`src/rtl/cbuf_acq_seq_pkg.sv`:
```
// Shared definitions for the circular-buffer readout sequencer.
package cbuf_acq_seq_pkg;

    // One circular-buffer word holds this many ADC pairs (8 samples, 128 bits).
    localparam int CBUF_WORD_PAIRS = 4;

    // Shift that converts a pre-trigger count in ADC pairs into buffer words.
    localparam int PAIR_SHIFT = $clog2(CBUF_WORD_PAIRS);

    typedef enum logic [2:0] {
        IDLE,
        FILL_HDR,
        WFM_HDR,
        DATA,
        DRAIN,
        CKSUM,
        DONE
    } state_t;

endpackage

```
`src/rtl/cbuf_acq_seq.sv`:
```
// CBUF readout sequencer: drives the ADC data mux selects, the circular-buffer
// reads and the DDR3 write-FIFO write enable for one fill per accepted trigger.
//
// state    | meaning
// ---------+---------------------------------------------------------------
// IDLE     | waiting for an enabled trigger
// FILL_HDR | emit the fill header word once the FIFO has room
// WFM_HDR  | emit the waveform header word once the FIFO has room
// DATA     | one buffer read per cycle the FIFO has room, until bursts done
// DRAIN    | let the last data word reach the checksum accumulator
// CKSUM    | emit the checksum word once the FIFO has room
// DONE     | pulse fill_done and advance the fill number
module cbuf_acq_seq
    import cbuf_acq_seq_pkg::*;
#(
    parameter int ADR_W = 12
) (
    input  logic             clk,
    input  logic             rst,
    input  logic             acq_trig,
    input  logic [1:0]       fill_type,
    input  logic [13:0]      async_num_bursts,
    input  logic [15:0]      async_pre_trig,
    input  logic [ADR_W-1:0] trig_ptr,
    input  logic             fifo_almost_full,
    output logic             cbuf_rd_en,
    output logic [ADR_W-1:0] cbuf_rd_adr,
    output logic             select_fill_hdr,
    output logic             select_waveform_hdr,
    output logic             select_dat,
    output logic             select_checksum,
    output logic             checksum_update,
    output logic             fifo_wr_en,
    output logic [23:0]      fill_num,
    output logic             busy,
    output logic             fill_done,
    output logic             trig_ignored
);

    state_t           state;
    state_t           state_nxt;
    logic             accept;
    logic [ADR_W-1:0] adr;
    logic [13:0]      burst_cnt;
    logic             dat_q;

    // State register.
    always_ff @(posedge clk or posedge rst) begin
        if (rst) begin
            state <= IDLE;
        end else begin
            state <= state_nxt;
        end
    end

    // Next-state decode plus the header/checksum selects and read strobe.
    always_comb begin
        state_nxt           = state;
        accept              = 1'b0;
        cbuf_rd_en          = 1'b0;
        select_fill_hdr     = 1'b0;
        select_waveform_hdr = 1'b0;
        select_checksum     = 1'b0;
        case (state)
            IDLE: begin
                if (acq_trig && (fill_type != 2'd0)) begin
                    accept    = 1'b1;
                    state_nxt = FILL_HDR;
                end
            end
            FILL_HDR: begin
                if (!fifo_almost_full) begin
                    select_fill_hdr = 1'b1;
                    state_nxt       = WFM_HDR;
                end
            end
            WFM_HDR: begin
                if (!fifo_almost_full) begin
                    select_waveform_hdr = 1'b1;
                    state_nxt           = (burst_cnt == 14'd0) ? DRAIN : DATA;
                end
            end
            DATA: begin
                if (!fifo_almost_full) begin
                    cbuf_rd_en = 1'b1;
                    if (burst_cnt == 14'd1) begin
                        state_nxt = DRAIN;
                    end
                end
            end
            DRAIN: begin
                state_nxt = CKSUM;
            end
            CKSUM: begin
                if (!fifo_almost_full) begin
                    select_checksum = 1'b1;
                    state_nxt       = DONE;
                end
            end
            DONE: begin
                state_nxt = IDLE;
            end
            default: begin
                state_nxt = IDLE;
            end
        endcase
    end

    // Read address and remaining-burst counters; start address backs off the
    // pre-trigger depth from the write pointer, wrapping around the buffer.
    always_ff @(posedge clk or posedge rst) begin
        if (rst) begin
            adr       <= '0;
            burst_cnt <= '0;
        end else if (accept) begin
            adr       <= trig_ptr - ADR_W'(async_pre_trig >> PAIR_SHIFT);
            burst_cnt <= async_num_bursts;
        end else if (cbuf_rd_en) begin
            adr       <= adr + 1'b1;
            burst_cnt <= burst_cnt - 14'd1;
        end
    end

    // Data pipeline aligned to the RAM read latency, FIFO write enable aligned
    // to the mux's registered output, and the status pulses.
    always_ff @(posedge clk or posedge rst) begin
        if (rst) begin
            dat_q        <= 1'b0;
            fifo_wr_en   <= 1'b0;
            fill_done    <= 1'b0;
            trig_ignored <= 1'b0;
        end else begin
            dat_q        <= cbuf_rd_en;
            fifo_wr_en   <= select_fill_hdr | select_waveform_hdr | dat_q | select_checksum;
            fill_done    <= select_checksum;
            trig_ignored <= acq_trig & ~accept;
        end
    end

    // Fill counter advances only when a fill completes.
    always_ff @(posedge clk or posedge rst) begin
        if (rst) begin
            fill_num <= '0;
        end else if (state == DONE) begin
            fill_num <= fill_num + 24'd1;
        end
    end

    assign select_dat      = dat_q;
    assign checksum_update = dat_q;
    assign cbuf_rd_adr     = adr;
    assign busy            = (state != IDLE);

endmodule

```
`config.mk`:
```
export PLATFORM = sky130hd
export DESIGN_NAME = cbuf_acq_seq
export DESIGN_NICKNAME = d
export VERILOG_FILES = /design/src/rtl/cbuf_acq_seq_pkg.sv /design/src/rtl/cbuf_acq_seq.sv
export SDC_FILE = /design/constraint.sdc
export NUM_CORES = 1
export LEC_CHECK = 0
export CAP_MARGIN = 5
export CORE_MARGIN = 3
export CORE_UTILIZATION = 44
export DETAILED_ROUTE_END_ITERATION = 7
export PLACE_DENSITY = 0.77
export REMOVE_ABC_BUFFERS = 1
export SLEW_MARGIN = 5
export SYNTH_ARGS = -nofsm -noshare
export SYNTH_HDL_FRONTEND = slang
export SYNTH_SLANG_ARGS = --single-unit
```
`constraint.sdc`:
```
create_clock -name clk -period 1.67 [get_ports clk]
set_input_delay 0.2505 -clock clk [delete_from_list [all_inputs] [get_ports clk]]
set_output_delay 0.2505 -clock clk [all_outputs]
set_load 0.05 [all_outputs]
```
After elaboration in Yosys (flattened, before gate mapping)
Cells that the tools add are included.
{"block": "totals", "reg_bits": 57, "inputBits": 48, "out_inout_bits": 46, "elab_cells": 56}
{"block": "op_classes", "n_addsub": 4, "n_eq_ne": 13, "muxes": 19, "bitwise": 5, "reduce_logical": 7}
{"operator": "14-bit two-way mux", "count": 2}
{"operator": "24-bit by 1-bit adder with 24-bit output (second input constant)", "count": 1}
{"operator": "12-bit two-way mux", "count": 2}
{"operator": "3-bit two-way mux", "count": 7}
{"operator": "3-bit one-hot mux with 6 select lines", "count": 1}
{"operator": "14-bit by 1-bit equality test with 1-bit output (second input constant)", "count": 1}
{"operator": "14-bit logical NOT", "count": 1}
{"operator": "14-bit by 1-bit subtractor with 14-bit output (second input constant)", "count": 1}
{"operator": "12-bit by 1-bit adder with 12-bit output (second input constant)", "count": 1}
{"operator": "2-bit != test (second input constant)", "count": 6}
{"operator": "12-bit subtractor", "count": 1}
{"operator": "3-bit equality test (second input constant)", "count": 3}
{"operator": "1-bit two-way mux", "count": 7}
{"operator": "3-bit by 2-bit equality test with 1-bit output (second input constant)", "count": 2}
{"operator": "6-bit AND reduction", "count": 1}
{"operator": "2-bit nonzero test", "count": 2}
{"operator": "3-bit by 1-bit equality test with 1-bit output (second input constant)", "count": 1}
{"operator": "3-bit logical NOT", "count": 1}
{"operator": "1-bit OR", "count": 3}
{"operator": "3-bit nonzero test", "count": 1}
{"operator": "1-bit bitwise AND", "count": 1}
{"operator": "1-bit logical AND", "count": 1}
{"operator": "1-bit NOT", "count": 1}

Depth between registers and ports, before layout
Gate-level depths: netlist (run 1).
{"block": "logic_depth", "depth_word": 6, "depth_mapped": 9, "mapped_depth_nobuf": 9}

Worst setup path before layout (run 1)
No wires, ideal clock.
{"block": "synth_path", "kind": "flip-flop to output port", "startpoint": "register state[0]", "endpoint": "output port select_waveform_hdr", "arrival_ns": 1.796, "required_ns": 1.419, "slack_ns": -0.377, "path_stages_with_launch": 4, "n_path_buf": 1, "cell_sequence": "dfrtp_1 > clkbuf_1 > nand2b_1 > nor3_1"}
{"block": "synth_via", "elab_chain_cells": 2}
{"item": "from (decl)", "line_no": "cbuf_acq_seq.sv:40", "rtl": "state_t state;"}
{"item": "from (signal assigned)", "line_no": "cbuf_acq_seq.sv:52", "rtl": "state <= state_nxt;"}
{"item": "3-bit by 2-bit equality test with 1-bit output", "line_no": "cbuf_acq_seq.sv:64", "rtl": "case (state)"}
{"item": "1-bit two-way mux", "line_no": "cbuf_acq_seq.sv:64"}
{"item": "to (decl)", "line_no": "cbuf_acq_seq.sv:29", "rtl": "output logic select_waveform_hdr,"}
Every way passes these cells.

Worst setup path in the final report (run 1)
{"block": "layout_path", "startpoint": "input port trig_ptr[6]", "endpoint": "register adr[11] (netlist: cbuf_rd_adr[11])"}
{"block": "layout_via", "elab_chain_cells": 2}
{"item": "from (decl)", "line_no": "cbuf_acq_seq.sv:24", "rtl": "input logic [ADR_W-1:0] trig_ptr,"}
{"item": "12-bit subtractor", "line_no": "cbuf_acq_seq.sv:116", "rtl": "adr <= trig_ptr - ADR_W'(async_pre_trig >> PAIR_SHIFT);"}
{"item": "12-bit two-way mux", "line_no": "cbuf_acq_seq.sv:115", "rtl": "end else if (accept) begin"}
{"item": "to (signal assigned)", "line_no": "cbuf_acq_seq.sv:116"}
{"item": "to (signal assigned)", "line_no": "cbuf_acq_seq.sv:119", "rtl": "adr <= adr + 1'b1;"}
{"item": "to (decl)", "line_no": "cbuf_acq_seq.sv:43", "rtl": "logic [ADR_W-1:0] adr;"}
Every way passes these cells.
A chain may end at the register's enable or synchronous reset.

==> metrics.log, run 1 <==
INFO  metric postSynthAreaPerCell = 9.40 um^2
INFO  metric synth.yosys.warnings = 0
INFO  metric setup.worst_path.start_class = primary input
INFO  metric drt-total-wl = ~10000 um
INFO  metric fmax = a little under 600 MHz
INFO  metric n_antenna_cell = 0
INFO  metric utilization = 0.761
INFO  metric post-route-period-util = 1.03
INFO  metric worst_r2r_path_depth = 7
INFO  metric drcViolationCount = 0
INFO  metric commonest_cells_after_routing_fill_and_taps_aside = sky130_fd_sc_hd__buf_4, sky130_fd_sc_hd__dfrtp_1, sky130_fd_sc_hd__nand2_1
INFO  metric clk_latency = 0.33 ns
INFO  metric synth_compound_area_frac = 0.124
INFO  metric detail-route-antenna-nets = 0
INFO  metric crit_path_end = cbuf_rd_adr[11]$_DFFE_PP0P_
INFO  metric global_route_wire_length_before_repair = 15200 um
INFO  metric synth-adder-area-share = 0.0599
INFO  metric ios = between 90 and 100
INFO  metric synthDistinctLibCells = 58
INFO  metric p_per_area = 1410 nW/um^2
INFO  metric critPathCaptureType = register
INFO  metric rows = 31
INFO  metric ctsHoldBuffers = 0
INFO  metric clkSinkCount = 57
INFO  metric grtUsageTotal = 0.213
INFO  metric layout-area-overhead-vs-synth = 63.6%
INFO  metric vdd_ir_drop_max = about 0.9 mV
INFO  metric gr_ovfl_total = 0
INFO  metric final_cell_area = around 5700 um^2
INFO  metric worstSetupPathType = primary input to register
INFO  metric nets = around 600
INFO  metric maxSlewViolCount = 0
INFO  metric detailedRoute.firstIterationViolations = between 90 and 100
INFO  metric crit_family = simple AND/OR/NAND/NOR gates
INFO  metric unrepaired_setup_endpoints_after_global_routing = yes
INFO  metric path_max_fanout = 4
INFO  metric hpwlAfterDp = ~6500 um
INFO  metric h_tree_level_count = 3
INFO  metric die_y = roughly 95 um
INFO  metric reg2reg_from = state[1]$_DFFE_PP0P_
INFO  metric yosys-mux-area-fraction = 0.0152
INFO  metric maxCapViolations = 0
INFO  metric synth_seq_area_share = 0.411
INFO  metric fillers = 493
INFO  metric proportion_of_layout_cells_with_a_drive_suffix_above_1 = 0.410
INFO  metric ys_dominant_reg_cell = sky130_fd_sc_hd__dfrtp_1
INFO  metric postPlaceCellArea = about 4800 um^2
INFO  metric endpoints_failing_hold = 0
INFO  metric layout_setup_ws = -0.0537 ns
INFO  metric violations = setup timing
INFO  metric count_of_endpoints_failing_setup_in_the_final_report = 10
INFO  metric iteration_count_of_the_initial_detailed_routing_pass = 4
INFO  metric core_area = 7450 um^2
INFO  metric cp_num_buf_inv = 2
INFO  metric cts.reportedPaths.clkPinSlew = around 0.070 ns
INFO  metric overall_via_count_from_detail_route = about 3400
INFO  metric rrSetupSlack = -0.04 ns
INFO  metric crit-reg2reg-capture = burst_cnt[6]$_DFFE_PP0P_
INFO  metric floorplan.die.width = approximately 95 um
INFO  metric crit_cells = 8
INFO  metric slowest_delay = about 0.46 ns
INFO  metric gp_congestion = about 0.89
INFO  metric synth_xor_xnor_area_share = 0.124
INFO  metric worst_hold_path_type = primary input to register
INFO  metric fin_worst_skew = 0.00754 ns
INFO  metric syn_inst = between 300 and 400
INFO  metric cts_max_path_buffers = 2
INFO  metric timing.critical_path.cells = clkdlybuf4s50_1 -> ha_4 -> nand2_4 -> or3_4 -> a21oi_2 -> buf_4 -> nor4_4 -> nor3b_2
INFO  metric synth_top_family_by_area = simple AND/OR/NAND/NOR gates
INFO  metric synth-seq-cells = 57
INFO  metric synth-simple-area-share = 0.219
INFO  metric pin_slew_with_the_least_headroom_to_its_limit = 0.533 ns
INFO  metric leakage = around 2.6 nW
INFO  metric number_of_enable_type_register_cells_in_the_synthesized_netlist = 0
INFO  metric cpMaxStageDelayCell = sky130_fd_sc_hd__clkdlybuf4s50_1
INFO  metric data_required_time_at_the_worst_endpoint = slightly below 2 ns
INFO  metric worstPathArrival = approximately 2.0 ns
INFO  metric cts_root_buffer = sky130_fd_sc_hd__clkbuf_8
INFO  metric dieArea = 8980 um^2
INFO  metric outcome = complete, but fails checks
INFO  metric vias_in_the_first_global_route = between 3000 and 4000
INFO  metric place_worst_setup_slack = -0.853 ns
INFO  metric most_common_cell_after_layout_fill_and_taps_aside = sky130_fd_sc_hd__buf_4
INFO  metric synthesis.area = ~3500 um^2
INFO  metric io_buffer_count = between 80 and 90
INFO  metric tritoncts.num_buffers = 9
INFO  metric clock_tree_from_tritoncts = yes
INFO  metric detail_route.vias_per_cell = 5.36
INFO  metric floorplan.initialDensity = 0.466
INFO  metric setup-tns-final = -0.332 ns
INFO  metric post_drt_wl_per_cell = approximately 16 um
INFO  metric synthArstFlopShare = 1.00
INFO  metric grt_antenna_before_repair = 0
INFO  metric crit_start = trig_ptr[6]
INFO  metric max_slew_margin = 0.641
INFO  metric period_needed = around 1.7 ns
INFO  metric grt_start_max_net_pins = 43
[how the worst min path moves through the flow]
stage | endpoint | start | cells past startpoint | slack [ns]
finish | cbuf_rd_adr[0]$_DFFE_PP0P_ | async_pre_trig[2] | 3 | 0.25
global route | cbuf_rd_adr[0]$_DFFE_PP0P_ | async_pre_trig[2] | 3 | 0.27
floorplan | fifo_wr_en$_DFF_PP0_ | fifo_almost_full | 1 | 0.35
CTS | cbuf_rd_adr[0]$_DFFE_PP0P_ | async_pre_trig[2] | 3 | 0.24
detailed placement | fill_num[23]$_DFFE_PP0N_ | fill_num[23]$_DFFE_PP0N_ | 1 | 0.48
global placement | fill_num[23]$_DFFE_PP0N_ | fill_num[23]$_DFFE_PP0N_ | 1 | 0.46
[layout make-up]
cell class / instances / area, um^2 / share of cell area
multi-input cells: 278 / 2250 / 0.398
clock inverters: 5 / 77.6 / 0.0137
inverters: 20 / 81.3 / 0.0143
flip-flops and latches: 57 / 1430 / 0.252
repair buffers: 171 / 1550 / 0.274
clock buffers: 11 / 151 / 0.0267
well taps: 99 / 124 / 0.0218
[cells by family after synthesis]
family          Yosys count
mux                       5
fa+ha+maj                16
simple gates            141
buf+inv                  34
flops                    57
compound gates           67
xor+xnor                 49
[flip-flops by register name (all words and copies together), names as in the netlist]
signal and flops:
fill_num 24, burst_cnt 14, cbuf_rd_adr 12, state 3, checksum_update 1, fifo_wr_en 1
fill_done 1, trig_ignored 1
[Yosys cell counts, types with 2 or more instances]
master                     number  area share
sky130_fd_sc_hd__and4b_1        2      0.0058
sky130_fd_sc_hd__nand2b_1       2      0.0036
sky130_fd_sc_hd__a31oi_1        2      0.0036
sky130_fd_sc_hd__clkbuf_1       2      0.0022
sky130_fd_sc_hd__and3_1         8       0.014
sky130_fd_sc_hd__a21oi_1       18       0.026
sky130_fd_sc_hd__inv_1         20       0.022
sky130_fd_sc_hd__nor3_1         5      0.0072
sky130_fd_sc_hd__buf_6          2      0.0065
sky130_fd_sc_hd__nor3b_1        2      0.0043
sky130_fd_sc_hd__a211oi_1       5       0.011
sky130_fd_sc_hd__xor2_1        17       0.043
sky130_fd_sc_hd__and4_1         5       0.013
sky130_fd_sc_hd__nor2_1        20       0.022
sky130_fd_sc_hd__nor4_2         2      0.0072
sky130_fd_sc_hd__mux2i_1        3      0.0087
sky130_fd_sc_hd__buf_4          3      0.0065
sky130_fd_sc_hd__a21o_1         3      0.0065
sky130_fd_sc_hd__nor2_2         2      0.0036
sky130_fd_sc_hd__nand3_1       14       0.020
sky130_fd_sc_hd__mux2_2         2      0.0065
sky130_fd_sc_hd__a221oi_1       2      0.0051
sky130_fd_sc_hd__o21ai_0       19       0.027
sky130_fd_sc_hd__dfrtp_1       57        0.41
sky130_fd_sc_hd__nand4_1        9       0.016
sky130_fd_sc_hd__xnor2_1       32       0.081
sky130_fd_sc_hd__o211a_1        3      0.0087
sky130_fd_sc_hd__o21ai_1        2      0.0029
sky130_fd_sc_hd__ha_1          15       0.054
sky130_fd_sc_hd__nand3b_1       2      0.0043
sky130_fd_sc_hd__nand2_1       46       0.050
sky130_fd_sc_hd__buf_2          7       0.010
sky130_fd_sc_hd__and2_1         7       0.013
sky130_fd_sc_hd__nor4_1         3      0.0054
sky130_fd_sc_hd__o311ai_0       2      0.0051
sky130_fd_sc_hd__o211ai_1       2      0.0043
[through the flow]
stage               hold WS, ns  std cells  power [W]
finish                    0.249        641    0.00797
global route              0.271        641    0.00839
CTS                       0.242        632    0.00758
detailed placement        0.476        607    0.00576
global placement          0.462        607    0.00565
floorplan                 0.348        355    0.00426
[per-layer routing]
layer / track usage / part of all wire / up-vias
li1: - / - / 1644
met1: 0.237 / 0.40 / 1673
met2: 0.387 / 0.52 / 96
met3: 0.0446 / 0.054 / 23
met4: 0.0962 / 0.025 / 0
met5: 0 / 0 / -
[where the power goes]
group / leakage (nW) / internal [W] / switching [W] / total (W)
Sequential: 0.727 / 0.00178 / 0.000375 / 0.00216
Clock: 0.115 / 0.000916 / 0.000557 / 0.00147
Combinational: 1.78 / 0.00194 / 0.00240 / 0.00434
Total: 2.62 / 0.00463 / 0.00334 / 0.00797
[what timing repair did]
| item | 4_1_cts | 5_1_grt |
|---|---|---|
| setup buffers | 9 | 8 |
| cloned | 0 | 1 |
| pin swaps | 12 | 30 |
| resized for setup | 51 | 75 |
| endpoints found under the setup margin | 27 | 37 |
[worst register-to-register path: stages (launching register included)]
cell	delay (ns)
sky130_fd_sc_hd__dfrtp_1	0.39
sky130_fd_sc_hd__buf_6	0.14
sky130_fd_sc_hd__and4bb_4	0.32
sky130_fd_sc_hd__buf_12	0.12
sky130_fd_sc_hd__and2_4	0.15
sky130_fd_sc_hd__nand2_4	0.05
sky130_fd_sc_hd__or4_1	0.39
sky130_fd_sc_hd__nand3_1	0.09
Note: power is estimated with default switching activity, not from simulation.
==> run 2: changes to the inputs <==
- CTS_BUF_LIST: not set -> sky130_fd_sc_hd__clkbuf_2
==> run 2 against run 1 <==
- the run still ends with setup timing left
- sequential power barely moved
- power is 6.7% lower
- global-route usage fell by 0.77 points
==> metrics.log, run 2 (same netlist as run 1, synthesis figures left out) <==
INFO  metric worst_hold_path_type = primary input to asynchronous set/reset pin
INFO  metric count_of_endpoints_failing_setup_in_the_final_report = 13 (+3)
INFO  metric path_max_fanout = 2 (-2)
INFO  metric unrepaired_setup_endpoints_after_global_routing = yes
INFO  metric period_needed = 1.86 ns (+0.133 ns)
INFO  metric dieArea = 8980 um^2 (unchanged)
INFO  metric rows = 31 (unchanged)
INFO  metric maxSlewViolCount = 0 (unchanged)
INFO  metric global_route_wire_length_before_repair = 14600 um (-4.0%)
INFO  metric fin_worst_skew = 0.00980 ns (+0.00226 ns)
INFO  metric layout_setup_ws = -0.187 ns (-0.133 ns)
INFO  metric worstPathArrival = 1.61 ns (-0.37 ns)
INFO  metric proportion_of_layout_cells_with_a_drive_suffix_above_1 = 0.371 (-0.0383)
INFO  metric grt_most_used_layer = met2
INFO  metric detailedRoute.firstIterationViolations = 116 (+20%)
INFO  metric reg2reg_from = state[2]$_DFFE_PP0P_
INFO  metric core_area = 7450 um^2 (unchanged)
INFO  metric grtUsageTotal = 0.205 (-0.00772)
INFO  metric violations = setup timing
INFO  metric n_antenna_cell = 0 (unchanged)
INFO  metric clkSinkCount = 57 (unchanged)
INFO  metric vdd_ir_drop_max = 0.830 mV (-5.2%)
INFO  metric overall_via_count_from_detail_route = 3329 (-3.1%)
INFO  metric power.net_switching = 0.00325 W (-2.6%)
INFO  metric ios = 94 (unchanged)
INFO  metric cts_max_path_buffers = 2 (unchanged)
INFO  metric floorplan.die.width = 94.8 um (unchanged)
INFO  metric top_register = fill_num
INFO  metric intPower = 0.00419 W (-9.7%)
INFO  metric outcome = complete, but fails checks
INFO  metric clkPwrFrac = 0.135 (-0.050)
INFO  metric clk_latency = 0.47 ns (+0.14 ns)
INFO  metric layout-area-overhead-vs-synth = 56.5%
INFO  metric grt_start_max_net_pins = 43 (unchanged)
INFO  metric gr_ovfl_total = 0 (unchanged)
INFO  metric pin_slew_with_the_least_headroom_to_its_limit = 0.520 ns (-0.0134 ns)
INFO  metric fraction_of_met1_tracks_used_by_global_routing = 0.233 (-0.00400)
INFO  metric worstSetupPathType = register to primary output
INFO  metric most_common_cell_after_layout_fill_and_taps_aside = sky130_fd_sc_hd__buf_4
INFO  metric post-route-period-util = 1.11 (+0.0798)
INFO  metric largest_register_ff_count = 24 (unchanged)
INFO  metric instances_no_fill = 643 (+0.31%)
INFO  metric drcViolationCount = 0 (unchanged)
INFO  metric power_switching_share = 0.437 (+0.0184)
INFO  metric fmax = 539 MHz (-7.2%)
INFO  metric leakage = 2.49 nW (-4.9%)
INFO  metric h_tree_level_count = 3 (unchanged)
INFO  metric endpoints_failing_hold = 0 (unchanged)
INFO  metric die_y = 94.8 um (unchanged)
INFO  metric tritoncts.num_buffers = 9 (unchanged)
INFO  metric p_per_area = 1370 nW/um^2 (-2.5%)
INFO  metric critPathCaptureType = primary output
INFO  metric drt-total-wl = 9040 um (-9.6%)
INFO  metric data_required_time_at_the_worst_endpoint = 1.42 ns (-0.51 ns)
INFO  metric fin_worst_hold_slack = 0.110 ns (-0.139 ns)
INFO  metric io_buffer_count = 89 (unchanged)
INFO  metric commonest_cells_after_routing_fill_and_taps_aside = sky130_fd_sc_hd__buf_4, sky130_fd_sc_hd__dfrtp_1, sky130_fd_sc_hd__nand2_1
INFO  metric cts_root_buffer = sky130_fd_sc_hd__clkbuf_2
INFO  metric groute.layer.met2.usage = 0.372 (-0.0147)
INFO  metric detail_route.vias_per_cell = 5.18 (-3.4%)
INFO  metric vias_in_the_first_global_route = 3292 (-3.2%)
INFO  metric cts.reportedPaths.clkPinSlew = 0.16 ns (+0.09 ns)
INFO  metric gp_congestion = 0.894 (unchanged)
INFO  metric crit_start = state[1]$_DFFE_PP0P_
INFO  metric nets = 603 (+0.33%)
INFO  metric max_slew_margin = 0.650 (+0.00904)
INFO  metric met3_usage = 0.0494 (+0.00478)
INFO  metric floorplan.initialDensity = 0.466 (unchanged)
INFO  metric dp.cells = 607 (unchanged)
INFO  metric seqPwrFrac = 0.290 (+0.019)
INFO  metric maxCapViolations = 0 (unchanged)
INFO  metric hpwlAfterDp = 6510 um (unchanged)
INFO  metric post_drt_wl_per_cell = 14.1 um (-9.9%)
INFO  metric clock_tree_from_tritoncts = yes
INFO  metric iteration_count_of_the_initial_detailed_routing_pass = 4 (unchanged)
INFO  metric detail-route-antenna-nets = 0 (unchanged)
INFO  metric place_worst_setup_slack = -0.853 ns (unchanged)
INFO  metric setup.worst_path.start_class = register
INFO  metric grt_antenna_before_repair = 0 (unchanged)
INFO  metric share_comb_of_total_power = 0.575 (+0.031)
==> run 2: cell count changes in the layout (fill, tap and decap cells not counted), moves of 4 or more <==
cell and delta:
sky130_fd_sc_hd__dlymetal6s2s_1 -8, sky130_fd_sc_hd__o21ai_1 +8, sky130_fd_sc_hd__ha_1 +5, sky130_fd_sc_hd__inv_1 +9
sky130_fd_sc_hd__clkbuf_8 -11, sky130_fd_sc_hd__buf_4 +4, sky130_fd_sc_hd__inv_2 -8, sky130_fd_sc_hd__clkdlybuf4s50_1 +11
sky130_fd_sc_hd__ha_4 -6, sky130_fd_sc_hd__o21ai_0 -7, sky130_fd_sc_hd__clkbuf_2 +8
==> run 2: layer usage <==
metal / share of wire / wire, um
met1: 0.41 / 3670
met2: 0.52 / 4680
met3: 0.059 / 537
met4: 0.017 / 155
met5: 0 / 0
==> run 2: area by class of cell <==
type	count	area (um^2)
repair buffers	173	1530
flip-flops and latches	57	1430
clock buffers	9	45.0
fillers	548	2020
multi-input cells	278	2140
well taps	99	124
clock inverters	7	85.1
inverters	20	78.8
==> run 2: per-stage QoR <==
stage	total power [W]	setup TNS [ns]	area, um^2	utilization
finish	0.00743	-1.14	5430	0.728
global route	0.00789	-2.64	5430	0.728
CTS	0.00719	-1.02	5220	0.701
detailed placement	0.00576	-7.03	4820	0.648
global placement	0.00565	-6.26	4820	0.648
floorplan	0.00426	-22.78	3380	-
==> run 2: power by group through the flow <==
| stage | registers [W] | logic, W | clock network, W |
|---|---|---|---|
| floorplan | 0.00293 | 0.00133 | 0 |
| global placement | 0.00212 | 0.00353 | 0 |
| detailed placement | 0.00215 | 0.00361 | 0 |
| CTS | 0.00214 | 0.00403 | 0.00102 |
| global route | 0.00222 | 0.00459 | 0.00109 |
| finish | 0.00216 | 0.00428 | 0.00100 |
==> run 2: final timing paths <==
| kind | to | depth (start not counted) | slack, ns |
|---|---|---|---|
| worst min register to register | fill_num[23]$_DFFE_PP0N_ | 1 | 0.49 |
| min in group clk | cbuf_rd_adr[0]$_DFFE_PP0P_ | 3 | 0.20 |
| worst max register to register | cbuf_rd_adr[10]$_DFFE_PP0P_ | 8 | -0.10 |
| max in group asynchronous | cbuf_rd_adr[4]$_DFFE_PP0P_ | 3 | 1.36 |
| worst max-delay path | busy | 3 | -0.19 |
| worst min-delay path | fifo_wr_en$_DFF_PP0_ | 3 | 0.11 |
==> run 2: timing repair <==
item | in CTS | in global routing
pin swaps | 22 | 23
setup buffers | 15 | 5
cloned | 0 | 0
hold buffers | 0 | 0
setup endpoints to repair | 29 | 42
gates resized for setup | 46 | 41
==> run 2: critical path, stage by stage (launching register included) <==
cell,delay (ns)
sky130_fd_sc_hd__dfrtp_1,0.44
sky130_fd_sc_hd__or3_4,0.38
sky130_fd_sc_hd__buf_4,0.16
sky130_fd_sc_hd__buf_6,0.15
==> run 3: changes to the inputs <==
- CORE_MARGIN: 3 -> 8
- CTS_CLUSTER_DIAMETER: not set -> 80
- TNS_END_PERCENT: not set -> 100
==> run 3 against run 2 <==
- the run still ends with setup timing left
- design area is 2.0% higher
- global-route usage is 2.2 points lower
- cell count is 0.31% lower
- via count is 0.57% lower
- hold slack worse by 0.083 ns
- power is 1.9% higher
- register-to-register slack worse by 0.04 ns
- first-iteration DRC count is 25% lower
- sequential cell count stayed put
- critical path type unchanged
==> metrics.log, run 3 (same netlist as run 1, synthesis figures left out) <==
INFO  metric dieArea = 11000 um^2 (+22%)
INFO  metric grt_start_max_net_pins = 27 (-37%)
INFO  metric top_register = fill_num
INFO  metric clk_latency = 0.50 ns (+0.03 ns)
INFO  metric grtUsageTotal = 0.183 (-0.0218)
INFO  metric drt-total-wl = 9800 um (+8.3%)
INFO  metric clock_tree_from_tritoncts = yes
INFO  metric layout-area-overhead-vs-synth = 59.7%
INFO  metric detail_route.vias_per_cell = 5.16 (-0.26%)
INFO  metric floorplan.die.width = 105 um (+11%)
INFO  metric cts_max_path_buffers = 2 (unchanged)
INFO  metric gr_ovfl_total = 0 (unchanged)
INFO  metric overall_via_count_from_detail_route = 3310 (-0.57%)
INFO  metric worstSetupPathType = register to primary output
INFO  metric rows = 32 (+3.2%)
INFO  metric core_area = 7690 um^2 (+3.2%)
INFO  metric outcome = complete, but fails checks
INFO  metric setup.worst_path.start_class = register
INFO  metric cts_root_buffer = sky130_fd_sc_hd__clkbuf_2
INFO  metric met3_routed_wl = 616 um (+15%)
INFO  metric max_slew_margin = 0.596 (-0.0535)
INFO  metric most_common_cell_after_layout_fill_and_taps_aside = sky130_fd_sc_hd__buf_4
INFO  metric path_max_fanout = 3 (+1)
INFO  metric utilization = 0.720 (-0.00844)
INFO  metric postPlaceCellArea = 4840 um^2 (+0.34%)
INFO  metric floorplan.initialDensity = 0.451 (-0.0145)
INFO  metric die_y = 105 um (+11%)
INFO  metric pin_slew_with_the_least_headroom_to_its_limit = 0.599 ns (+0.0794 ns)
INFO  metric rrSetupSlack = -0.14 ns (-0.04 ns)
INFO  metric crit_family = buffers and inverters
INFO  metric maxCapViolations = 0 (unchanged)
INFO  metric h_tree_level_count = 3 (unchanged)
INFO  metric global_route_wire_length_before_repair = 16600 um (+14%)
INFO  metric commonest_cells_after_routing_fill_and_taps_aside = sky130_fd_sc_hd__buf_4, sky130_fd_sc_hd__dfrtp_1, sky130_fd_sc_hd__clkdlybuf4s50_1
INFO  metric detail-route-antenna-nets = 0 (unchanged)
INFO  metric detailedRoute.firstIterationViolations = 87 (-25%)
INFO  metric io_buffer_count = 89 (unchanged)
INFO  metric instances_no_fill = 641 (-0.31%)
INFO  metric worstPathArrival = 1.64 ns (+0.03 ns)
INFO  metric vias_in_the_first_global_route = 3598 (+9.3%)
INFO  metric fmax = 529 MHz (-1.7%)
INFO  metric leakage = 2.59 nW (+3.8%)
INFO  metric largest_register_ff_count = 24 (unchanged)
INFO  metric maxSlewViolCount = 0 (unchanged)
INFO  metric ios = 94 (unchanged)
INFO  metric data_required_time_at_the_worst_endpoint = 1.42 ns (about the same)
INFO  metric dp.cells = 610 (+0.49%)
INFO  metric period_needed = 1.89 ns (+0.0321 ns)
INFO  metric n_antenna_cell = 0 (unchanged)
INFO  metric wl_met1 = 3990 um (+8.7%)
INFO  metric post-route-period-util = 1.13 (+0.0192)
INFO  metric hpwlAfterDp = 7190 um (+10%)
INFO  metric worst_hold_path_type = primary input to asynchronous set/reset pin
INFO  metric clkSinkCount = 57 (unchanged)
INFO  metric cp_num_buf_inv = 4 (+2)
INFO  metric final_cell_area = 5540 um^2 (+2.0%)
INFO  metric drcViolationCount = 0 (unchanged)
INFO  metric fin_worst_skew = 0.0226 ns (+0.0128 ns)
INFO  metric p_per_area = 1370 nW/um^2 (-0.14%)
INFO  metric unrepaired_setup_endpoints_after_global_routing = yes
INFO  metric highest_metal_layer_with_signal_wires = met4
INFO  metric gp_congestion = 0.913 (+2.1%)
INFO  metric grt_antenna_before_repair = 0 (unchanged)
INFO  metric detailroute.wirelength.met2 = 5030 um (+7.5%)
INFO  metric count_of_endpoints_failing_setup_in_the_final_report = 29 (+16)
INFO  metric post_drt_wl_per_cell = 15.3 um (+8.7%)
INFO  metric cpMaxStageDelayCell = sky130_fd_sc_hd__dfrtp_1
INFO  metric vdd_ir_drop_max = 0.726 mV (-13%)
INFO  metric slowest_delay = 0.44 ns (about the same)
INFO  metric timing.critical_path.cells = buf_6 -> and4bb_4 -> buf_6 -> buf_6 -> buf_12
INFO  metric critPathMostFrequentCell = sky130_fd_sc_hd__buf_6
INFO  metric layout_setup_ws = -0.219 ns (-0.0321 ns)
INFO  metric iteration_count_of_the_initial_detailed_routing_pass = 4 (unchanged)
INFO  metric nets = 598 (-0.83%)
INFO  metric cts.reportedPaths.clkPinSlew = 0.17 ns (about the same)
INFO  metric tritoncts.num_buffers = 9 (unchanged)
INFO  metric endpoints_failing_hold = 0 (unchanged)
INFO  metric proportion_of_layout_cells_with_a_drive_suffix_above_1 = 0.391 (+0.0201)
INFO  metric violations = setup timing
INFO  metric critPathCaptureType = primary output
==> run 3: changes by cell type in the layout (fill, tap and decap cells not counted), moves of 4 or more <==
cell                      delta
sky130_fd_sc_hd__buf_4      -13
sky130_fd_sc_hd__nand2_1    -10
sky130_fd_sc_hd__nand2_4     +9
sky130_fd_sc_hd__o21ai_2     +7
sky130_fd_sc_hd__o21ai_1     -4
==> run 3: timing repair <==
action                     CTS  global route
setup endpoints to repair   28            40
buffers inserted            11             3
pin swaps                   33            15
hold endpoints to repair     0             0
hold buffers                 0             0
cloned                       3             0
resized for setup           82            45
==> run 3: layout make-up <==
class	count	area (um^2)
fill	576	2150
tap	102	128
clock inverter	7	85.1
sequential	57	1430
clock buffer	9	45.0
timing repair buffer	168	1560
multi-input combinational	278	2220
inverter	20	77.6
==> run 3: path summary, 6_finish.rpt <==
check / start / to / cells past startpoint
min in group clk: async_pre_trig[2] / cbuf_rd_adr[0]$_DFFE_PP0P_ / 3
worst min-delay path: rst / fill_num[20]$_DFFE_PP0N_ / 2
max in group asynchronous: rst / fill_num[5]$_DFFE_PP0N_ / 3
worst max-delay path: state[1]$_DFFE_PP0P_ / cbuf_rd_en / 5
worst max register to register: state[1]$_DFFE_PP0P_ / cbuf_rd_adr[7]$_DFFE_PP0P_ / 6
worst min register to register: fill_num[23]$_DFFE_PP0N_ / fill_num[23]$_DFFE_PP0N_ / 1
==> run 3: stage by stage <==
stage               setup TNS [ns]  hold WS (ns)  total power, W  setup slack [ns]
floorplan                   -22.78         0.348         0.00426             -1.09
global placement             -6.70         0.465         0.00568            -0.725
detailed placement           -8.19         0.487         0.00579            -0.756
CTS                          -2.26        0.0269         0.00734            -0.260
global route                 -4.86        0.0306         0.00802            -0.315
finish                       -2.56        0.0271         0.00757            -0.219
==> run 3: per-layer routing <==
layer / vias to the layer above / global-route usage
met5: - / 0
met4: 0 / 0.0673
met3: 16 / 0.0633
met2: 93 / 0.326
met1: 1570 / 0.196
li1: 1631 / -
==> run 3: where the power goes <==
group	leakage, nW	internal, W	total (W)	switching [W]
registers	0.727	0.00178	0.00217	0.000395
clock network	0.0768	0.000480	0.00101	0.000529
logic	1.78	0.00197	0.00439	0.00243
total	2.59	0.00422	0.00757	0.00335
